===== config.mk =====
export PLATFORM = sky130hd
export DESIGN_NAME = dds_phase_mac
export DESIGN_NICKNAME = d
export VERILOG_FILES = /design/src/rtl/dds_phase_mac.sv
export SDC_FILE = /design/constraint.sdc
export NUM_CORES = 2
export LEC_CHECK = 0
export BUFFER_PORTS_ARGS = -buffer_cell sky130_fd_sc_hd__buf_2
export CORE_ASPECT_RATIO = 0.5
export CORE_MARGIN = 2
export CORE_UTILIZATION = 50
export DETAILED_ROUTE_END_ITERATION = 16
export GPL_TIMING_DRIVEN = 1
export PLACE_DENSITY = 0.67
export SLEW_MARGIN = 20
export SYNTH_ARGS = -nofsm -noshare
export SYNTH_HDL_FRONTEND = slang
export SYNTH_SLANG_ARGS = --single-unit

===== constraint.sdc =====
create_clock -name clk -period 7.1 [get_ports clk]
set_input_delay 0.71 -clock clk [delete_from_list [all_inputs] [get_ports clk]]
set_output_delay 0.71 -clock clk [all_outputs]
set_load 0.03 [all_outputs]

===== src/rtl/dds_phase_mac.sv =====
// -----------------------------------------------------------------------------
// dds_phase_mac
//
// Pipelined phase multiply-accumulate for the DDS path of the DAC controller.
// For every valid sample it computes
//   full = (timestamp - time_offset) * freq
//          + (phase_offset << (PHASE_WIDTH - OFFSET_WIDTH))
//          + E                                 (all mod 2^PHASE_WIDTH)
// where E is either the external accu_phase or the internally held
// last_phase (phase continuity across segments).
//
// Pipeline (fixed latency 4, one sample per cycle, no backpressure):
//   s0  capture: diff, freq, aligned offset, accumulator source
//   s1  17x17 partial products (tiles that only feed bits >= PHASE_WIDTH
//       are pruned)
//   s2  carry-save reduction of partial products, offset and E
//   s3  final carry-propagate add -> full
//   out phase_out / last_phase register, out_valid pulse
//
// Ports:
//   clk, reset        clock, synchronous active-high reset
//   clear             synchronous flush of the pipeline and last_phase
//   in_valid          sample strobe
//   timestamp         current time            [TIME_WIDTH]
//   time_offset       segment start time      [TIME_WIDTH]
//   freq              frequency tuning word   [FREQ_WIDTH]
//   phase_offset      static phase offset     [OFFSET_WIDTH]
//   accu_phase        external accumulated phase [PHASE_WIDTH]
//   accu_src          0: use accu_phase, 1: use last_phase
//   out_valid         result strobe
//   phase_out         top OUT_WIDTH bits of full
//   last_phase        full-precision phase of the most recent result
//
// Optional feature: define DDS_PHASE_MAC_ROUND_EN to round phase_out
// half-up to OUT_WIDTH bits (last_phase stays unrounded). Undefined gives
// plain truncation.
// -----------------------------------------------------------------------------
module dds_phase_mac #(
  parameter int TIME_WIDTH   = 48,
  parameter int FREQ_WIDTH   = 48,
  parameter int PHASE_WIDTH  = 48,
  parameter int OFFSET_WIDTH = 14,
  parameter int OUT_WIDTH    = 48
) (
  input  logic                    clk,
  input  logic                    reset,
  input  logic                    clear,
  input  logic                    in_valid,
  input  logic [TIME_WIDTH-1:0]   timestamp,
  input  logic [TIME_WIDTH-1:0]   time_offset,
  input  logic [FREQ_WIDTH-1:0]   freq,
  input  logic [OFFSET_WIDTH-1:0] phase_offset,
  input  logic [PHASE_WIDTH-1:0]  accu_phase,
  input  logic                    accu_src,
  output logic                    out_valid,
  output logic [OUT_WIDTH-1:0]    phase_out,
  output logic [PHASE_WIDTH-1:0]  last_phase
);

  localparam int TILE    = 17;
  localparam int PP_W    = 2 * TILE;
  localparam int N_T     = (TIME_WIDTH + TILE - 1) / TILE;
  localparam int N_F     = (FREQ_WIDTH + TILE - 1) / TILE;
  localparam int T_EXT_W = N_T * TILE;
  localparam int F_EXT_W = N_F * TILE;
  localparam int OFF_SH  = PHASE_WIDTH - OFFSET_WIDTH;
  localparam int OUT_SH  = PHASE_WIDTH - OUT_WIDTH;

  // ---------------------------------------------------------------------------
  // Control / output state (reset and cleared)
  // ---------------------------------------------------------------------------
  logic                   s0_valid_d, s0_valid_q;
  logic                   s1_valid_d, s1_valid_q;
  logic                   s2_valid_d, s2_valid_q;
  logic                   s3_valid_d, s3_valid_q;
  logic                   out_valid_d, out_valid_q;
  logic [OUT_WIDTH-1:0]   phase_out_d, phase_out_q;
  logic [PHASE_WIDTH-1:0] last_phase_d, last_phase_q;

  // ---------------------------------------------------------------------------
  // Datapath state (free-running, qualified by the stage valids)
  // ---------------------------------------------------------------------------
  logic [TIME_WIDTH-1:0]  s0_diff_d, s0_diff_q;
  logic [FREQ_WIDTH-1:0]  s0_freq_d, s0_freq_q;
  logic [PHASE_WIDTH-1:0] s0_off_d, s0_off_q;
  logic [PHASE_WIDTH-1:0] s0_e_d, s0_e_q;

  logic [PP_W-1:0]        s1_pp_d [N_T][N_F];
  logic [PP_W-1:0]        s1_pp_q [N_T][N_F];
  logic [PHASE_WIDTH-1:0] s1_off_d, s1_off_q;
  logic [PHASE_WIDTH-1:0] s1_e_d, s1_e_q;

  logic [PHASE_WIDTH-1:0] s2_sum_d, s2_sum_q;
  logic [PHASE_WIDTH-1:0] s2_carry_d, s2_carry_q;

  logic [PHASE_WIDTH-1:0] s3_full_d, s3_full_q;

  // Combinational helpers
  logic [T_EXT_W-1:0]     diff_ext;
  logic [F_EXT_W-1:0]     freq_ext;
  logic [PHASE_WIDTH-1:0] csa_sum, csa_carry, csa_term, csa_next;
  logic [PHASE_WIDTH-1:0] round_src;

  // ---------------------------------------------------------------------------
  // Stage 0: capture. E is taken from last_phase as it stands now; samples
  // still in flight have not updated it yet (intended continuity behaviour).
  // ---------------------------------------------------------------------------
  always_comb begin
    s0_valid_d = in_valid;
    s0_diff_d  = timestamp - time_offset;
    s0_freq_d  = freq;
    s0_off_d   = PHASE_WIDTH'(phase_offset) << OFF_SH;
    s0_e_d     = accu_src ? last_phase_q : accu_phase;
  end

  // ---------------------------------------------------------------------------
  // Stage 1: DSP-sized partial products. A tile whose weight 2^(17*(i+j))
  // is already at or above 2^PHASE_WIDTH cannot affect the result.
  // ---------------------------------------------------------------------------
  always_comb begin
    // NOTE: every variable written here gets a value before any branch so no
    // latch can be inferred.
    diff_ext   = T_EXT_W'(s0_diff_q);
    freq_ext   = F_EXT_W'(s0_freq_q);
    s1_valid_d = s0_valid_q;
    s1_off_d   = s0_off_q;
    s1_e_d     = s0_e_q;
    for (int i = 0; i < N_T; i++) begin
      for (int j = 0; j < N_F; j++) begin
        s1_pp_d[i][j] = '0;
        if (TILE * (i + j) < PHASE_WIDTH) begin
          s1_pp_d[i][j] = PP_W'(diff_ext[i*TILE +: TILE]) *
                          PP_W'(freq_ext[j*TILE +: TILE]);
        end
      end
    end
  end

  // ---------------------------------------------------------------------------
  // Stage 2: 3:2 carry-save chain over offset, E and the shifted partial
  // products. Carries out of bit PHASE_WIDTH-1 are dropped (mod arithmetic).
  // ---------------------------------------------------------------------------
  always_comb begin
    s2_valid_d = s1_valid_q;
    csa_sum    = s1_off_q;
    csa_carry  = s1_e_q;
    csa_term   = '0;
    csa_next   = '0;
    for (int i = 0; i < N_T; i++) begin
      for (int j = 0; j < N_F; j++) begin
        if (TILE * (i + j) < PHASE_WIDTH) begin
          csa_term  = PHASE_WIDTH'(s1_pp_q[i][j]) << (TILE * (i + j));
          csa_next  = csa_sum ^ csa_carry ^ csa_term;
          csa_carry = ((csa_sum & csa_carry) | (csa_sum & csa_term) |
                       (csa_carry & csa_term)) << 1;
          csa_sum   = csa_next;
        end
      end
    end
    s2_sum_d   = csa_sum;
    s2_carry_d = csa_carry;
  end

  // ---------------------------------------------------------------------------
  // Stage 3: resolve carry-save pair into the full-precision phase.
  // ---------------------------------------------------------------------------
  always_comb begin
    s3_valid_d = s2_valid_q;
    s3_full_d  = s2_sum_q + s2_carry_q;
  end

  // ---------------------------------------------------------------------------
  // Output stage: optional half-up rounding affects phase_out only.
  // ---------------------------------------------------------------------------
`ifdef DDS_PHASE_MAC_ROUND_EN
  localparam int RND_SH = (OUT_WIDTH < PHASE_WIDTH) ? PHASE_WIDTH - OUT_WIDTH - 1 : 0;
  localparam logic [PHASE_WIDTH-1:0] RND_ADD =
    (OUT_WIDTH < PHASE_WIDTH) ? (PHASE_WIDTH'(1) << RND_SH) : {PHASE_WIDTH{1'b0}};
  assign round_src = s3_full_q + RND_ADD;
`else
  assign round_src = s3_full_q;
`endif

  always_comb begin
    out_valid_d  = s3_valid_q;
    phase_out_d  = phase_out_q;
    last_phase_d = last_phase_q;
    if (s3_valid_q) begin
      phase_out_d  = OUT_WIDTH'(round_src >> OUT_SH);
      last_phase_d = s3_full_q;
    end
  end

  // ---------------------------------------------------------------------------
  // Registers
  // ---------------------------------------------------------------------------
  // NOTE: state is updated with non-blocking assignments so every flop
  // samples the pre-edge values of its neighbours.
  always_ff @(posedge clk) begin
    if (reset || clear) begin
      s0_valid_q   <= 1'b0;
      s1_valid_q   <= 1'b0;
      s2_valid_q   <= 1'b0;
      s3_valid_q   <= 1'b0;
      out_valid_q  <= 1'b0;
      phase_out_q  <= '0;
      last_phase_q <= '0;
    end else begin
      s0_valid_q   <= s0_valid_d;
      s1_valid_q   <= s1_valid_d;
      s2_valid_q   <= s2_valid_d;
      s3_valid_q   <= s3_valid_d;
      out_valid_q  <= out_valid_d;
      phase_out_q  <= phase_out_d;
      last_phase_q <= last_phase_d;
    end
  end

  // NOTE: datapath registers carry no reset; the stage valids alone decide
  // whether their contents ever reach the outputs.
  always_ff @(posedge clk) begin
    s0_diff_q  <= s0_diff_d;
    s0_freq_q  <= s0_freq_d;
    s0_off_q   <= s0_off_d;
    s0_e_q     <= s0_e_d;
    s1_pp_q    <= s1_pp_d;
    s1_off_q   <= s1_off_d;
    s1_e_q     <= s1_e_d;
    s2_sum_q   <= s2_sum_d;
    s2_carry_q <= s2_carry_d;
    s3_full_q  <= s3_full_d;
  end

  assign out_valid  = out_valid_q;
  assign phase_out  = phase_out_q;
  assign last_phase = last_phase_q;

endmodule


Word level (Yosys, flattened, before mapping)

Index checks and enable logic that the tools add are counted.

Reduce and logical (&&, ||, !) cells: 1
Div/mod/pow operators: 0
Shift operators: 0
$mul: 6
$lt $le $gt $ge: 0
Muxes and demuxes: 1
Bitwise logic cells: 42
Equal/unequal tests: 0
Add/sub/neg operators: 2

Operator list:

| cell               | count |
|---|---|
| $and A47 B47 Y47   | 16 |
| $or A47 B47 Y47    | 12 |
| $xor A48 B48 Y48   | 11 |
| $and A47 B34 Y47   | 2 |
| $mul A17 B17 Y31   | 2 |
| $add A48 B48 Y48   | 1 |
| $mux W48           | 1 |
| $sub A48 B48 Y48   | 1 |
| $xor A48 B34 Y48   | 1 |
| $mul A17 B17 Y34   | 1 |
| $mul A14 B17 Y14   | 1 |
| $mul A17 B14 Y14   | 1 |
| $mul A17 B17 Y14   | 1 |
| $logic_or A1 B1 Y1 | 1 |

Bits in read-only memories: 0
RAM bits: 0
Flip-flop bits (word level): 554
Latch bits: 0
Logic and storage cells: 73
Input bits: 211
Memories kept: 0

Longest topological paths before layout

Depth after elaboration: 18
Gate-level depth with buffers: 25

Worst setup path before layout

Ideal clock, no wire load.

Path kind: reg2reg
Start: register s0_diff_q[10]
End: register s1_pp_q[304] (netlist bit)
Path slack: 0.936 ns
Setup time: 0.123 ns
Cell stages (with the launch flop): 22
Buffers on the path: 2
Clock period less this slack: 6.164 ns
Arrival time: 6.040 ns
Cells stage by stage: dfxtp_1 clkbuf_1 clkbuf_1 nand2_1 fa_1 fa_1 fa_1 fa_1 inv_1 fa_1 inv_1 fa_1 inv_1 ha_1 or2_2 a2111oi_0 a21oi_1 or3b_1 a31oi_1 a211oi_1 a21oi_1 xor2_1

RTL lines:

| element                  | RTL line | text |
|---|---|---|
| start: declaration       | 83       | `logic [TIME_WIDTH-1:0] s0_diff_d, s0_diff_q;` |
| start signal: assignment | 222      | `s0_diff_q <= s0_diff_d;` |
| end signal: assignment   | 226      | `s1_pp_q <= s1_pp_d;` |
| end: declaration         | 89       | `logic [PP_W-1:0] s1_pp_q [N_T][N_F];` |

==> Implementation_results.wiki <==
{| class="wikitable"
! Metric !! Value
|-
| Reg2Reg Depth || 21
|-
| RR Endpoint || s1_pp_q[304]
|-
| Worst EP required || approximately 7600 ps
|-
| Clock slew at the register clock pins of the worst setup and hold paths || 70 ps
|-
| Register bit total from synthesis || 549
|-
| Placed instance count || between 8000 and 9000
|-
| Fraction of layout instances using a drive strength above 1 || around a tenth
|-
| Initial drt markers || between 2000 and 2500
|-
| Number of max-cap violations || 0
|-
| Leading register cell type out of synthesis || sky130_fd_sc_hd__dfxtp_1
|-
| Number of antenna-violating nets in the routed design || 0
|-
| Cell accounting for the most synthesized area || sky130_fd_sc_hd__fa_1
|-
| Maximum clock rate || approximately 0.15 GHz
|-
| Leading cell types by count after synthesis || 1388 x sky130_fd_sc_hd__inv_1, 937 x sky130_fd_sc_hd__fa_1, 694 x sky130_fd_sc_hd__nand2_1, 669 x sky130_fd_sc_hd__ha_1, 561 x sky130_fd_sc_hd__and2_1
|-
| Share of flip-flops with an asynchronous set or reset after synthesis || 0%
|-
| Via density per instance || around 5.0
|-
| Clk_lat worst skew || slightly below 700 ps
|-
| Remaining Overflow, GRT || 0
|-
| Worst relative slew slack || between 20 and 30%
|-
| Starting utilization of the core area || about 50%
|-
| IO Pins || approximately 310
|-
| Crit start category || flop
|-
| Unique masters post-synth || approximately 70
|-
| Detailed Routing Iterations Pass 1 || 7
|-
| Largest net degree at the start of global routing || 50
|-
| CTS tree || done
|-
| Post-synth top area share || about a third
|-
| Synthesized netlist net count || roughly 8100
|-
| Top cells by area, synth || sky130_fd_sc_hd__fa_1 32%, sky130_fd_sc_hd__dfxtp_1 19%, sky130_fd_sc_hd__ha_1 14%, sky130_fd_sc_hd__inv_1 8.8%, sky130_fd_sc_hd__and2_1 5.9%
|-
| Net count of the finished layout || 8300
|-
| Count of pins over their slew limit || 0
|-
| Placeable core area || between 0.1 and 0.15 mm²
|-
| Number of standard cells after synthesis || between 6000 and 7000
|-
| Result of the run || finished clean
|-
| Number of flops mapped to enable cells by yosys || 0
|-
| Signed area change from the synthesized netlist to the final layout || 8.95%
|-
| Endpoint of the worst hold-timing path || s0_freq_q[10]
|-
| Buffers on Ports || between 300 and 400
|-
| Top-count cell post-synth || sky130_fd_sc_hd__inv_1
|-
| Maximum clock skew at final layout || around 58 ps
|-
| Final Critical Period || roughly 6700 ps
|-
| Via count of the first global-routing pass || 41700
|-
| Number of levels in the clock H-tree || 2
|-
| CP endpoint kind || flop
|-
| Final cycle utilization of the critical path || a little over nine tenths
|-
| Die span in x || around 490 µm
|-
| Global-route usage over all layers || 25.3%
|-
| Routed vias || a little over 40000
|-
| Inserted Clock Buffers || 52
|-
| Vert. Die Dim || between 200 and 250 µm
|-
| Number of remaining DRC errors || 0
|-
| Floorplan die area || roughly 0.12 mm²
|-
| Max Fanout on Critical Path || 16
|-
| Path type of the worst min-delay path || input pin to flop
|-
| Antenna violations before repair || 16
|-
| Minimum setup slack among reg-to-reg paths || 410 ps
|-
| Arrival time of data at the critical path endpoint || roughly 7200 ps
|-
| Kind of critical path || flop to flop
|-
| Clock sink count || 549
|-
| Non-filler instance count after layout || a little over 8000
|-
| Post-Route Setup TNS || 0 ps
|-
| Routability congestion estimate from global placement || 0.947
|-
| Worst hold path depth || 1
|-
| Maximum count of clock buffers along a single path || 3
|-
| Setup repair after global routing missed its margin || no
|-
| Synth Warn # || 0
|-
| Clock tree root buffer cell || sky130_fd_sc_hd__clkbuf_16
|-
| Half-perimeter wire length after placement || 122000 µm
|-
| Worst hold path startpoint || freq[10]
|-
| Wire length per cell || 18.4 µm
|-
| Launching point of the worst reg2reg path || s0_diff_q[3]
|-
| Average size of a mapped cell || 9.41 µm²
|-
| Total length of routed wires || ~150000 µm
|-
| Number of setup violations in the final report || 0
|-
| Cell Area, Synth || 0.0591 mm²
|-
| Number of cell rows || roughly 90
|-
| Portion of the post-synthesis area used by sequential elements || around a fifth
|-
| First-pass GRT wire length || around 240000 µm
|-
| Number of hold violations in the final report || 0
|-
| Hold buffer count at CTS || 0
|-
| Worst Max-Slew Pin Slew || between 1000 and 1500 ps
|}
## worst max-delay path: stages (launching register included)
cell and delay [ps]:
sky130_fd_sc_hd__dfxtp_1 1020, sky130_fd_sc_hd__buf_4 300, sky130_fd_sc_hd__and2_1 160, sky130_fd_sc_hd__fa_1 190
sky130_fd_sc_hd__inv_1 60, sky130_fd_sc_hd__fa_1 410, sky130_fd_sc_hd__fa_1 420, sky130_fd_sc_hd__inv_1 70
sky130_fd_sc_hd__fa_1 440, sky130_fd_sc_hd__fa_1 550, sky130_fd_sc_hd__inv_1 50, sky130_fd_sc_hd__fa_1 480
sky130_fd_sc_hd__inv_1 40, sky130_fd_sc_hd__ha_1 320, sky130_fd_sc_hd__or2_2 300, sky130_fd_sc_hd__a2111oi_0 570
sky130_fd_sc_hd__a21oi_1 70, sky130_fd_sc_hd__or3b_1 220, sky130_fd_sc_hd__a31oi_1 150, sky130_fd_sc_hd__a211oi_1 400
sky130_fd_sc_hd__a21oi_1 140, sky130_fd_sc_hd__xor2_1 160
## per-layer routing
metal	GRT usage (%)	wire, µm
met1	37.0	70600
met2	37.9	62000
met3	6.46	13500
met4	4.93	3010
met5	0	110
## sequential cells by signal, indices dropped and copies added (netlist names), 42 cells and up
| register | flops |
|---|---|
| s0_e_q | 48 |
| s0_diff_q | 48 |
| s1_e_q | 48 |
| s0_freq_q | 48 |
| s2_carry_q | 42 |
| s2_sum_q | 48 |
| last_phase | 48 |
| round_src | 48 |
| s1_pp_q | 124 |
## placed cells by master, fill, tap and decap left out, types with 10 or more instances in the layout
cell                        count
sky130_fd_sc_hd__and2_1       561
sky130_fd_sc_hd__fa_1         937
sky130_fd_sc_hd__inv_1       1388
sky130_fd_sc_hd__clkbuf_16     52
sky130_fd_sc_hd__buf_2        307
sky130_fd_sc_hd__nand4_1       14
sky130_fd_sc_hd__mux2_2        48
sky130_fd_sc_hd__a31oi_1       11
sky130_fd_sc_hd__a21oi_1      142
sky130_fd_sc_hd__a211oi_1      16
sky130_fd_sc_hd__xor2_1        65
sky130_fd_sc_hd__o21ai_0       62
sky130_fd_sc_hd__buf_4        130
sky130_fd_sc_hd__a21o_1        95
sky130_fd_sc_hd__or3_1         15
sky130_fd_sc_hd__buf_12        11
sky130_fd_sc_hd__nor2b_1       25
sky130_fd_sc_hd__mux2i_1       48
sky130_fd_sc_hd__nor2_1       159
sky130_fd_sc_hd__xnor2_1      213
sky130_fd_sc_hd__nand2b_1      20
sky130_fd_sc_hd__nor3_1        27
sky130_fd_sc_hd__o31a_1        10
sky130_fd_sc_hd__dfxtp_1      545
sky130_fd_sc_hd__o21a_1        36
sky130_fd_sc_hd__nand3_1       19
sky130_fd_sc_hd__ha_1         669
sky130_fd_sc_hd__and3_1        14
sky130_fd_sc_hd__nand2_1      694
sky130_fd_sc_hd__o21bai_1      24
## logic make-up after synthesis
family / share of synthesized area, %
buffers and inverters: 11.0
adder cells (fa/ha/maj): 45.9
AND/OR/NAND/NOR: 13.0
flip-flops: 18.6
AO/OA/AOI/OAI: 5.56
XOR/XNOR: 4.12
multiplexers: 1.73
## final cells by class
type	count	area [µm²]
repair buffers	448	2730
fillers	10600	53200
flip-flops and latches	549	11000
diodes	5	12.5
multi-input cells	4044	41600
inverters	1388	5210
well taps	1592	1990
clock buffers	69	1450
clock inverters	29	402
## worst max-delay path by stage
stage | startpoint | to | slack [ps] | cells past startpoint
6_report | s0_diff_q[3] | s1_pp_q[304] | 410 | 21
2_1_floorplan | s0_diff_q[10] | s1_pp_q[304] | 940 | 21
3_3_place_gp | s0_freq_q[3] | s1_pp_q[198] | 560 | 20
3_5_place_dp | s0_freq_q[3] | s1_pp_q[304] | 510 | 19
5_1_grt | s0_diff_q[3] | s1_pp_q[268] | 70 | 22
4_1_cts | s0_freq_q[3] | s1_pp_q[304] | 440 | 19
## timing repair
action,4_1_cts,5_1_grt
buffers inserted,0,0
endpoints found under the setup margin,0,1
gates resized for setup,0,2
## through the flow
| step | hold WS, ps | setup WS, ps | instance area, µm² | utilization [%] |
|---|---|---|---|---|
| CTS | 83.2 | 439 | 64300 | 54.7 |
| finish | 127 | 412 | 64400 | 54.7 |
| floorplan | 310 | 936 | 59100 | - |
| global route | 100 | 71.2 | 64300 | 54.7 |
| detailed placement | 312 | 513 | 62500 | 53.1 |
| global placement | 310 | 556 | 62500 | 53.1 |
Power is left out: the tool's default activity adds up to more than one toggle a clock period on the data nets, which glitch-free logic cannot reach.
